**src/rtl/snake_dir_step_ctrl.sv**
```systemverilog
// snake_dir_step_ctrl: queues reversal-filtered button directions and paces the snake's step pulse by length
module snake_dir_step_ctrl #(
  parameter logic [1:0] INIT_DIRN   = 2'b11,
  parameter int         DEPTH       = 2,
  parameter int         CNT_W       = 32,
  parameter int         BASE_PERIOD = 25_000_000,
  parameter int         STEP_DEC    = 500_000,
  parameter int         MIN_PERIOD  = 5_000_000,
  parameter int         INIT_LEN    = 3
) (
  input  logic       board_clk,
  input  logic       Reset,
  input  logic       BtnU_SCEN,
  input  logic       BtnD_SCEN,
  input  logic       BtnL_SCEN,
  input  logic       BtnR_SCEN,
  input  logic       q_I,
  input  logic       q_Run,
  input  logic [7:0] Length,
  output logic       Move_Tick,
  output logic [1:0] Cur_Dirn,
  output logic [2:0] Queue_Count,
  output logic       Drop
);
  localparam int PW = CNT_W + 9;
  logic [CNT_W-1:0] cnt_q, cnt_d, period_q, period_d, p_next;
  logic             move_tick_q, move_tick_d, drop_q, drop_d;
  logic [1:0]       cur_dirn_q, cur_dirn_d;
  logic [2:0]       queue_count_q, queue_count_d, wr_idx;
  logic [1:0]       fifo_q [DEPTH];
  logic [1:0]       fifo_d [DEPTH];
  logic             press_v, wrap, pop, accept, push;
  logic [1:0]       press_dir, tail;
  logic [7:0]       len_over;
  logic signed [PW-1:0] p_raw;
  assign press_v   = BtnU_SCEN | BtnD_SCEN | BtnL_SCEN | BtnR_SCEN;
  assign press_dir = BtnU_SCEN ? 2'b00 : BtnD_SCEN ? 2'b01 : BtnL_SCEN ? 2'b10 : 2'b11;
  assign len_over  = Length - 8'(INIT_LEN);
  assign p_raw     = $signed(PW'(BASE_PERIOD)) - $signed(PW'(len_over)) * $signed(PW'(STEP_DEC));
  assign p_next    = (Length <= 8'(INIT_LEN)) ? CNT_W'(BASE_PERIOD) :
                     (p_raw < $signed(PW'(MIN_PERIOD))) ? CNT_W'(MIN_PERIOD) : CNT_W'(p_raw);
  assign wrap      = q_Run && (cnt_q == period_q - CNT_W'(1));
  assign pop       = wrap && (queue_count_q != 3'd0);
  assign accept    = q_Run && press_v && (press_dir != tail) && (press_dir != (tail ^ 2'b01));
  assign push      = accept && ((queue_count_q < 3'(DEPTH)) || pop);
  assign wr_idx    = queue_count_q - {2'b00, pop};
  // Reference direction for the reversal filter: newest queued entry, else the applied direction
  always_comb begin
    tail = cur_dirn_q;
    for (int i = 0; i < DEPTH; i++) if (queue_count_q == 3'(i + 1)) tail = fifo_q[i];
  end
  // Queue update: shift toward the head on pop, then write the new press behind the survivors
  always_comb begin
    fifo_d = fifo_q;
    if (pop) for (int i = 0; i < DEPTH - 1; i++) fifo_d[i] = fifo_q[i + 1];
    for (int i = 0; i < DEPTH; i++) if (push && wr_idx == 3'(i)) fifo_d[i] = press_dir;
  end
  // Step timing, queue occupancy and applied direction; period is only re-sampled at each tick
  always_comb begin
    cnt_d         = (!q_Run || wrap) ? '0 : cnt_q + CNT_W'(1);
    period_d      = !q_Run ? CNT_W'(BASE_PERIOD) : wrap ? p_next : period_q;
    move_tick_d   = wrap;
    drop_d        = accept && !push;
    queue_count_d = !q_Run ? 3'd0 : queue_count_q + {2'b00, push} - {2'b00, pop};
    cur_dirn_d    = q_I ? INIT_DIRN : pop ? fifo_q[0] : cur_dirn_q;
  end
  // State registers, cleared immediately by the asynchronous reset
  always_ff @(posedge board_clk or posedge Reset) begin
    if (Reset) begin
      cnt_q         <= '0;
      period_q      <= CNT_W'(BASE_PERIOD);
      move_tick_q   <= 1'b0;
      drop_q        <= 1'b0;
      cur_dirn_q    <= INIT_DIRN;
      queue_count_q <= 3'd0;
      for (int i = 0; i < DEPTH; i++) fifo_q[i] <= INIT_DIRN;
    end else begin
      cnt_q         <= cnt_d;
      period_q      <= period_d;
      move_tick_q   <= move_tick_d;
      drop_q        <= drop_d;
      cur_dirn_q    <= cur_dirn_d;
      queue_count_q <= queue_count_d;
      fifo_q        <= fifo_d;
    end
  end
  assign Move_Tick   = move_tick_q;
  assign Cur_Dirn    = cur_dirn_q;
  assign Queue_Count = queue_count_q;
  assign Drop        = drop_q;
endmodule
```
**config.mk**
```make
export PLATFORM = sky130hd
export DESIGN_NAME = snake_dir_step_ctrl
export DESIGN_NICKNAME = d
export VERILOG_FILES = /design/src/rtl/snake_dir_step_ctrl.sv
export SDC_FILE = /design/constraint.sdc
export NUM_CORES = 1
export LEC_CHECK = 0
export CAP_MARGIN = 20
export CORE_MARGIN = 4
export CORE_UTILIZATION = 30
export DETAILED_ROUTE_END_ITERATION = 8
export GPL_TIMING_DRIVEN = 0
export PLACE_DENSITY = 0.48
export SYNTH_ARGS = -nofsm -noshare
export SYNTH_HDL_FRONTEND = slang
export SYNTH_SLANG_ARGS = --single-unit
```
**constraint.sdc**
```tcl
create_clock -name board_clk -period 10.7 [get_ports board_clk]
set_input_delay 2.14 -clock board_clk [delete_from_list [all_inputs] [get_ports board_clk]]
set_output_delay 2.14 -clock board_clk [all_outputs]
set_load 0.005 [all_outputs]
```
Word level (Yosys, flattened, before mapping)
Cells that the tools add are included.

Flip-flop bits (word level): 75. Input bits: 16. Output and inout port bits: 7. Logic and storage cells: 62.

Add/subtract/negate cells: 7. Multipliers: 1. Magnitude comparators: 3. Eq/ne operators: 7. Multiplexer cells: 15. Bitwise logic cells: 4. Reduce and logical (&&, ||, !) cells: 17.

Operator list (number): $mux W32 (5); $add A32 B1 Y32 const B (1); $eq A32 B32 Y1 (1); $sub A32 B1 Y32 const B (1); $lt A28 B24 Y1 const B (1); $sub A25 B27 Y28 const A (1); $mul A8 B14 Y22 const B (1); $mux W2 (8); $logic_and A1 B1 Y1 (9); $le A8 B2 Y1 const B (1); $sub A8 B2 Y8 const B (1); $eq A3 B1 Y1 const B (2); $sub A3 B1 Y3 (2); $ne A2 B2 Y1 (2); $reduce_bool A2 Y1 (2); $add A3 B1 Y3 (1); $eq A3 B2 Y1 const B (1); $logic_not A3 Y1 (1); $lt A3 B2 Y1 const B (1); $mux W3 (1); $or A1 B1 Y1 (3); $reduce_bool A3 Y1 (1); $logic_not A1 Y1 (2); $logic_or A1 B1 Y1 (2); 3 further kinds (3).

Logic depth before layout (Yosys ltp)
Depth in word-level cells: 10. Depth in mapped cells: 25. Mapped depth without buffers: 22.

Worst setup path before layout
OpenSTA, ideal clock, no wires.

Kind: input to register. From: input Length[0]. To: register period_q[11]. Setup time: 0.080 ns. Data arrival time: 7.949 ns. Required time: 10.620 ns. Setup slack: 2.672 ns. Cell stages on the path: 22. Cells stage by stage: ha_1 nor3_1 xor2_1 fa_1 ha_1 inv_1 fa_1 fa_1 inv_1 ha_1 and3_1 a31oi_1 o21ai_0 xnor2_1 nor4_1 a21oi_1 a2111oi_0 ha_1 buf_1 or2_0 buf_2 o22a_1.

Cells in the longest elaborated chain, start to end: 8.

RTL lines: from (decl) (RTL line 19) `input logic [7:0] Length,`; $sub A8 B2 Y8 (RTL line 38) `assign len_over = Length - 8'(INIT_LEN);`; $mul A8 B14 Y22 (RTL line 39) `assign p_raw = $signed(PW'(BASE_PERIOD)) - $signed(PW'(len_over)) * $signed(PW'(STEP_DEC));`; $sub A25 B27 Y28 (RTL line 39); $lt A28 B24 Y1 (RTL line 41) `(p_raw < $signed(PW'(MIN_PERIOD))) ? CNT_W'(MIN_PERIOD) : CNT_W'(p_raw);`; $mux W32 (RTL line 41); $mux W32 * (RTL line 40) `assign p_next = (Length <= 8'(INIT_LEN)) ? CNT_W'(BASE_PERIOD) :`; $mux W32 * (2 in series) (RTL line 61) `period_d = !q_Run ? CNT_W'(BASE_PERIOD) : wrap ? p_next : period_q;`; to (signal assigned) (RTL line 71) `period_q <= CNT_W'(BASE_PERIOD);`; to (signal assigned) (RTL line 79) `period_q <= period_d;`; to (decl) (RTL line 26) `logic [CNT_W-1:0] cnt_q, cnt_d, period_q, period_d, p_next;`.

Mark *: on every way between the ends. The rest lies on a longest branch, timed or not. The select of a mux whose other input is x is not followed. A chain may end at the register's enable or synchronous reset.

Final worst setup path
From: input Length[1]. To: register period_q[18].

The elaborated chain is that of the path after synthesis.

==> flow_metrics.env <==
export IMPL_status="finished, final reports clean"
export IMPL_gp_congestion=0.820
export IMPL_hpwl_um=12700
export IMPL_synth_compound_area_frac=0.157
export IMPL_end_kind="register"
export IMPL_grt_usage=0.136
export IMPL_yosys_area_share_adder=0.174
export IMPL_hold_buffers=0
export IMPL_htreeDepth=3
export IMPL_antenna_cells=0
export IMPL_leakagePower_nw=3.15
export IMPL_synth_seq_area_share=0.255
export IMPL_grt_pass1_wl_um=27200
export IMPL_drc=0
export IMPL_criticalPathCategory="in -> reg"
export IMPL_cts_sinks=66
export IMPL_core_area_um2=21300
export IMPL_die_h_um=156
export IMPL_start_util=0.308
export IMPL_crit_required_ps=10970
export IMPL_io_buffers=22
export IMPL_drtIter0Drc=276
export IMPL_final_common_cell="nor2_1"
export IMPL_pin_count=23
export IMPL_drtPass1Iterations=4
export IMPL_ff2ff_setup_slack_ps=5430
export IMPL_crit_arrival_ps=9780
export IMPL_synthFlopType="dfrtp_1"
export IMPL_ys_seq_elements=66
export IMPL_power_density_nw_per_um2=234
export IMPL_synth_mux_area_frac=0.0189
export IMPL_min_path_type="reg -> reg"
export IMPL_wirelength_um=15800
export IMPL_worstHoldStart="cnt_q[0]$_DFF_PP0_"
export IMPL_finalSetupViolations=0
export IMPL_post_route_period_util=0.889
export IMPL_cp_max_fo=12
export IMPL_nFillCells=2228
export IMPL_fmax_mhz=105
export IMPL_synth_edf_count=0
export IMPL_hold_viol=0
export IMPL_post_synth_cell_area_avg_um2=8.66
export IMPL_fp_dieArea_um2=24300
export IMPL_cts_resized=0
export IMPL_antenna_found_initial=0
export IMPL_ant_nets=0
export IMPL_cts_setup_buffers=0
export IMPL_num_rows=53
export IMPL_die_w_um=156
export IMPL_r2r_end="fifo_q[2]$_DFFE_PP1P_"
export IMPL_via_count=5261
export IMPL_overflow=0
export IMPL_drv_slew=0
export IMPL_syn_cell_area_um2=6560
export IMPL_synth_nets=855
export IMPL_slew_headroom=0.407
export IMPL_rsz0062_at_grt="false"
export IMPL_fin_area_um2=7400
export IMPL_start_kind="input port"
export IMPL_syn_to_final_growth_pct=12.8
export IMPL_clk_pin_slew_worst_paths_ps=50
export IMPL_yosys_warnings=0
export IMPL_grt_pass1_vias=5286
export IMPL_reg2regPathDepth=17
export IMPL_cts_tree="yes"
export IMPL_rr_startpoint="period_q[5]$_DFFE_PP0N_"
export IMPL_viasPerCell=4.92
export IMPL_grt_max_degree=67
export IMPL_synth_top_family_by_area="simple AND/OR/NAND/NOR gates"
export IMPL_yosysUniqueCellTypes=79
export IMPL_tns_ps=0
export IMPL_place_area_um2=7130
export IMPL_post_route_cells_drive_above_1_share=0.0780
export IMPL_whs_path_depth=1
export IMPL_min_period_ps=9510
export IMPL_layout_nets=888
export IMPL_async_reset_ff_frac=1.00
export IMPL_clkLatencyLatePin_ps=340
export IMPL_clock_path_buffers=2
export IMPL_numCtsBuffers=9
export IMPL_drv_cap=0
export IMPL_synth_xor_xnor_area_share=0.124
export IMPL_worst_pin_slew_ps=887
export IMPL_vdd_drop_max_uv=113
export IMPL_finClkSkew_ps=7.78
export IMPL_syn_instance_count=758
export IMPL_cts_root_buffer_cell="clkbuf_16"
export IMPL_wl_per_cell_um=14.8
export IMPL_yosys_area_share_simple=0.211
export IMPL_mostFrequentLayoutCells="nor2_1 (84), inv_1 (73), ha_1 (64)"
export IMPL_min_to="cnt_q[0]$_DFF_PP0_"
## per-stage QoR
stage           util  hold slack, ps  setup slack, ps  cells  power (mW)
3_5_place_dp   0.335             488              839   1055        1.48
6_report       0.348             500             1190   1070        1.74
4_1_cts        0.348             503             1200   1070        1.77
3_3_place_gp   0.335             504              885   1055        1.48
5_1_grt        0.348             528              553   1070        1.92
2_1_floorplan      -             448             2670    758        1.19
## worst max-delay path, cell delays in order
cell and delay, ps:
clkdlybuf4s50_1 590, ha_1 260, xor2_1 370, clkinv_1 450, fa_1 590, ha_1 290
inv_1 50, fa_1 500, fa_1 540, inv_1 40, ha_1 390, a21oi_1 160
o21ai_0 90, a31oi_1 310, o21ai_0 290, a21o_1 240, nor3_1 640, a21oi_1 70
a2111oi_0 540, ha_1 320, buf_1 220, or2_0 260, buf_2 200, o22a_1 200
## sequential cells by signal, summed over array words and instances (netlist names)
name         flops
Cur_Dirn         2
Drop             1
Move_Tick        1
Queue_Count      3
cnt_q           32
fifo_q           4
period_q        23
## routing by layer
layer  GRT usage  up-vias  share of wire
met5           0        -              0
met4      0.0392        0          0.012
met3      0.0125       14          0.013
met2       0.218       32           0.46
met1       0.196     2467           0.52
li1            -     2748              -
## area by class of cell
| cell class | count | area [um^2] | share of cell area |
|---|---|---|---|
| Multi-Input combinational cell | 592 | 4500 | 0.608 |
| Clock inverter | 3 | 15.0 | 0.00203 |
| Timing Repair Buffer | 22 | 220 | 0.0298 |
| Tap cell | 275 | 344 | 0.0465 |
| Clock buffer | 12 | 256 | 0.0347 |
| Sequential cell | 66 | 1670 | 0.226 |
| Inverter | 75 | 284 | 0.0384 |
| Buffer | 25 | 110 | 0.0149 |
## power by group
| group | switching [mW] | leakage [nW] | internal, mW |
|---|---|---|---|
| Clock | 0.105 | 0.138 | 0.167 |
| Sequential | 0.0138 | 0.856 | 0.268 |
| Combinational | 0.713 | 2.16 | 0.468 |
| Total | 0.832 | 3.15 | 0.903 |
## logic make-up (layout without fill, tap and decap cells)
kind of cell	after synthesis	in the layout
buffers and inverters	100	137
xor gates and xnor gates	93	93
DFF	66	66
and+or+nand+nor	260	260
AOI/OAI and AO/OA	146	146
muxes	12	12
adders and majority gates	81	81
## cell usage after synthesis, types with 8 or more instances
cell      number  area, um^2
a211oi_1       8        60.1
a21oi_1       32         160
and2_1         9        56.3
and3_1        10        62.6
clkbuf_1      16        60.1
dfrtp_1       48        1200
dfstp_2       18         473
fa_1          17         340
ha_1          64         801
inv_1         74         278
mux2i_1        9        90.1
nand2_1       30         113
nand2b_1      13        81.3
nand3_1       26         130
nand4_1        8        50.1
nor2_1        84         315
nor3_1        18        90.1
nor4_1         9        56.3
o21ai_0       22         110
o22a_1         9        78.8
o22ai_1        9        56.3
xnor2_1       49         429
xor2_1        44         385
## how the worst max path moves through the flow
| stage | from | end | slack, ps | depth (start not counted) |
|---|---|---|---|---|
| after floorplan | Length[0] | period_q[11]$_DFFE_PP1N_ | 2670 | 22 |
| after global placement | Length[1] | period_q[18]$_DFFE_PP1N_ | 880 | 24 |
| after detailed placement | Length[1] | period_q[18]$_DFFE_PP1N_ | 840 | 24 |
| after CTS | Length[1] | period_q[18]$_DFFE_PP1N_ | 1200 | 24 |
| after global routing | Length[1] | period_q[11]$_DFFE_PP1N_ | 550 | 24 |
| final | Length[1] | period_q[18]$_DFFE_PP1N_ | 1190 | 24 |
No activity file was read; power rests on OpenSTA's default activity.
